[src/rtl/sched_pkg.sv]
// Shared types and default sizing for the per-channel FIFO read scheduler.
// The state encoding is kept here so that the bench and the top agree on it.
package sched_pkg;

   localparam int N_CH_DEF      = 80;
   localparam int CHID_W_DEF    = 7;
   localparam int BURST_MAX_DEF = 4;

   typedef logic [CHID_W_DEF-1:0] chid_t;

   typedef enum logic [1:0] {
      IDLE = 2'd0,
      ARB  = 2'd1,
      READ = 2'd2
   } state_t;

endpackage

[src/rtl/rr_pick.sv]
// Rotating-priority encoder: the first requesting index at or after ptr, wrapping modulo N_CH.
// Implemented as a find-first over the doubled request vector, with entries below ptr masked off.
module rr_pick #(
   parameter int N_CH   = 80,
   parameter int CHID_W = 7
) (
   input  logic [N_CH-1:0]   req,
   input  logic [CHID_W-1:0] ptr,
   output logic [CHID_W-1:0] pick,
   output logic              any_req
);

   logic found;

   // NOTE: always_comb uses blocking assignments, and every output gets a default first, so no latch is inferred.
   always_comb begin
      pick    = '0;
      found   = 1'b0;
      any_req = |req;
      for (int j = 0; j < 2 * N_CH; j++) begin
         if (!found && (j >= int'(ptr)) && req[j % N_CH]) begin
            found = 1'b1;
            pick  = CHID_W'(j % N_CH);
         end
      end
   end

endmodule

[src/rtl/fifo_rr_scheduler.sv]
// Work-conserving round-robin read scheduler for the per-channel output FIFOs.
// It issues bursts of up to BURST_MAX reads per grant and returns the channel id one cycle later.
module fifo_rr_scheduler
   import sched_pkg::*;
#(
   parameter int N_CH      = N_CH_DEF,
   parameter int CHID_W    = CHID_W_DEF,
   parameter int BURST_MAX = BURST_MAX_DEF
) (
   input  logic              clk,
   input  logic              rst,
   input  logic              start,
   input  logic              stop,
   input  logic [N_CH-1:0]   fifo_empty,
   input  logic              out_ready,
   output logic [N_CH-1:0]   fifo_read_enable,
   output logic              rd_valid,
   output logic [CHID_W-1:0] rd_chid,
   output logic              busy
);

   state_t            state, state_nxt;
   logic [CHID_W-1:0] ptr, ptr_nxt;
   logic [CHID_W-1:0] grant, grant_nxt, grant_inc;
   logic [7:0]        burst_cnt, burst_cnt_nxt;
   logic [N_CH-1:0]   req;
   logic [CHID_W-1:0] pick;
   logic              any_req;
   logic              rd_go;
   logic              burst_done;

   assign req = ~fifo_empty;

   rr_pick #(
      .N_CH   (N_CH),
      .CHID_W (CHID_W)
   ) u_pick (
      .req     (req),
      .ptr     (ptr),
      .pick    (pick),
      .any_req (any_req)
   );

   assign grant_inc  = (grant == CHID_W'(N_CH - 1)) ? '0 : grant + 1'b1;
   assign burst_done = ((burst_cnt + {7'd0, rd_go}) == 8'(BURST_MAX));

   always_comb begin
      state_nxt        = state;
      ptr_nxt          = ptr;
      grant_nxt        = grant;
      burst_cnt_nxt    = burst_cnt;
      fifo_read_enable = '0;
      rd_go            = 1'b0;
      case (state)
         IDLE: begin
            if (start && !stop) state_nxt = ARB;
         end
         ARB: begin
            if (stop) begin
               state_nxt = IDLE;
            end else if (any_req) begin
               grant_nxt     = pick;
               burst_cnt_nxt = '0;
               state_nxt     = READ;
            end
         end
         READ: begin
            rd_go = out_ready & ~fifo_empty[grant] & ~stop;
            if (rd_go) begin
               fifo_read_enable[grant] = 1'b1;
               burst_cnt_nxt           = burst_cnt + 8'd1;
            end
            // Backpressure with data present falls through: hold READ, counter frozen.
            if (stop) begin
               state_nxt = IDLE;
               ptr_nxt   = grant_inc;
            end else if (fifo_empty[grant] || burst_done) begin
               state_nxt = ARB;
               ptr_nxt   = grant_inc;
            end
         end
         default: state_nxt = IDLE;
      endcase
   end

   // NOTE: sequential state uses non-blocking assignments so every register samples pre-edge values.
   always_ff @(posedge clk) begin
      if (rst) begin
         state     <= IDLE;
         ptr       <= '0;
         grant     <= '0;
         burst_cnt <= '0;
         rd_valid  <= 1'b0;
         rd_chid   <= '0;
         busy      <= 1'b0;
      end else begin
         state     <= state_nxt;
         ptr       <= ptr_nxt;
         grant     <= grant_nxt;
         burst_cnt <= burst_cnt_nxt;
         rd_valid  <= rd_go;
         rd_chid   <= grant;
         busy      <= (state_nxt != IDLE);
      end
   end

endmodule

[config.mk]
export PLATFORM = sky130hd
export DESIGN_NAME = fifo_rr_scheduler
export DESIGN_NICKNAME = d
export VERILOG_FILES = /design/src/rtl/sched_pkg.sv /design/src/rtl/rr_pick.sv /design/src/rtl/fifo_rr_scheduler.sv
export SDC_FILE = /design/constraint.sdc
export NUM_CORES = 1
export LEC_CHECK = 0
export ABC_AREA = 1
export CORE_MARGIN = 2
export CORE_UTILIZATION = 52
export DETAILED_ROUTE_END_ITERATION = 12
export PLACE_DENSITY = 0.81
export SLEW_MARGIN = 20
export SYNTH_ARGS = -nofsm -noshare
export SYNTH_HDL_FRONTEND = slang
export SYNTH_SLANG_ARGS = --single-unit
[constraint.sdc]
create_clock -name clk -period 16.3 [get_ports clk]
set_input_delay 4.89 -clock clk [delete_from_list [all_inputs] [get_ports clk]]
set_output_delay 4.89 -clock clk [all_outputs]
set_load 0.05 [all_outputs]
==> run summary <==
status = complete, no violations
worst hold path stage count = 2
clk buf depth = 2
Post-Synthesis Cell Area = 7343 um^2
Syn Inst Count = 1329
reg-to-reg slack, setup = 5160 ps
total iterations of the first detailed-routing run = 6
share of the synthesized area in the top cell type = 13.70%
setup violators final = 0
worst r2r src = ptr[6]
Yosys top cell by area = nor2_1
TritonCTS Buffers = 5
placed cells = 1664
most frequent cell on the critical path = nor2_4
Die Width = 122.8 um
I/O pin cnt = 174
slew at the pin closest to its max-slew limit = 1049 ps
worst hold slack = 520.3 ps
critical path's slowest cell = clkdlybuf4s50_1
EDFF count, synth = 0
CP peak stage delay = 530 ps
initial core utilization = 53.11%
fin util = 67.83%
total wire length = 33510 um
fin crit period = 14930 ps
worst vdd ir = 0.06947 mV
Critical Path Start Type = input pin
CTS Hold Bufs = 0
Final HPWL DP = 26720 um
main area contributors after synthesis = nor2_1, inv_1, nand2_1
pre-CTS setup slack = 1254 ps
Main synth FF type = dfxtp_1
# diodes = 0
WHS Endpoint = burst_cnt[0]
setup TNS = 0 ps
Hold WC Path Type = reg -> reg
placed inst area = 9189 um^2
Worst-Skew Late Latency = 280 ps
cells on worst reg2reg path = 76
Syn Area/Cell = 5.525 um^2
largest net degree at the start of global routing = 21
share of cells above drive strength 1 = 6.836%
worst rel slew slack = 29.55%
via count = 10540
static leakage power = 4.072 nW
critical hold path startpoint = burst_cnt[0]
Core Area = 13830 um^2
crit path DAT = 15170 ps
ys async rst share = 0%
Final nets = 1580
Synth warnings = 0
die area = 15090 um^2
Crit path required time = 16540 ps
most frequent cells after synthesis = nor2_1, inv_1, nand2_1
clk root buf = clkbuf_16
postcts setup bufs = 0
Power Total = 0.3392 mW
max cap viols = 0
drc violations = 0
H-tree depth = 2
critical path fanouts, max = 8
Max Clk Rate = 0.06697 GHz
CTS tree = done
Non-Filler Instances = 1672
GR Util All Layers = 43.20%
clock transition at the registers of the reported paths = 60 ps
crit end category = flop
post-DR vias/cell = 6.303
RSZ-0062 raised after global routing = no
1st-iter DRT viols = 1329
final instance area = 9379 um^2
count leader, synth = nor2_1
RR Endpoint = grant[3]
Core Rows = 43
Seq/Total Area, Yosys = 8.996%
vias in the first global route = 9893
Final Skew = 4.266 ps
Setup CP Type = in -> reg
period utilization = 91.61%
global-route wire length before repair = 50250 um
number of cells upsized or downsized after cts = 0
IO buf count = 173
Post-Syn Nets = 1418
Area growth syn-to-layout = 27.72%
Slew Limit Fails = 0
clock sink count = 33
Routed Antenna Nets = 0
Yosys cell types = 55
Fin. Hold Viols = 0
post-detailed-route wirelength per cell = 20.04 um
Die Ht = 122.8 um
global route overflow = 0
final setup margin = 1368 ps
Synth Register Bits = 33
pwr/cell area = 36.17 nW/um^2
gp weighted congestion = 1.089
initial antenna violation count = 0
[critical path, delay by kind of cell]
family | cells | cell delay [ps]
buf+inv | 4 | 730
simple gates | 75 | 9540
[routing by layer]
layer / share of wire, % / global-route usage (%)
met1: 36 / 50.13
met2: 43 / 67.96
met3: 14 / 13.57
met4: 7.3 / 28.74
met5: 0 / 0
[worst max-delay path by stage]
| stage | startpoint | end | slack (ps) | depth (start not counted) |
|---|---|---|---|---|
| 5_1_grt | fifo_empty[3] | grant[3] | 480 | 79 |
| 3_3_place_gp | fifo_empty[3] | grant[3] | 1670 | 79 |
| 6_report | fifo_empty[1] | grant[3] | 1370 | 79 |
| 3_5_place_dp | fifo_empty[3] | grant[0] | 1250 | 77 |
| 4_1_cts | fifo_empty[3] | grant[3] | 1500 | 79 |
| 2_1_floorplan | fifo_empty[3] | grant[3] | 2990 | 78 |
[area by class of cell]
type | instances | area (um^2)
Multi-Input combinational cell | 1012 | 5559
Fill cell | 1309 | 4448
Timing Repair Buffer | 176 | 1754
Inverter | 263 | 989.7
Sequential cell | 33 | 660.6
Tap cell | 180 | 225.2
Clock buffer | 5 | 125.1
Clock inverter | 3 | 65.06
[cell families (layout without fill, tap and decap cells)]
family                   Yosys count  after routing  synth area share (%)
XOR/XNOR                           3              3                0.3579
AO/OA/AOI/OAI                    259            259                 22.01
buffers and inverters            284            447                 15.30
flip-flops                        33             33                 8.996
adder cells (fa/ha/maj)            4              4                0.6816
AND/OR/NAND/NOR                  746            746                 52.65
[registers in the layout, indices dropped and copies added (netlist names)]
name and flops:
rd_valid 1, burst_cnt 8, state 2, busy 1, ptr 7, grant 7
rd_chid 7
[cells in the final DEF, fill, tap and decap left out, drive strengths merged, types with 4 or more instances in the layout]
master,count
a211oi,23
a21oi,68
a221oi,4
a31oi,6
clkbuf,5
clkdlybuf4s50,173
clkinv,7
dfxtp,33
ha,4
inv,257
nand2,205
nand3,65
nand4,71
nor2,308
nor3,53
nor3b,4
nor4,26
o2111ai,11
o211ai,10
o21ai,71
o22ai,27
o31ai,6
o41ai,11
or2,6
[report_power, final]
part	internal (mW)	switching, mW	leakage [nW]
sequential	0.0821	0.00238	0.267
clock	0.0873	0.0374	0.0938
combinational	0.0443	0.0858	3.71
total	0.214	0.126	4.07
No activity file was read; power rests on OpenSTA's default activity.
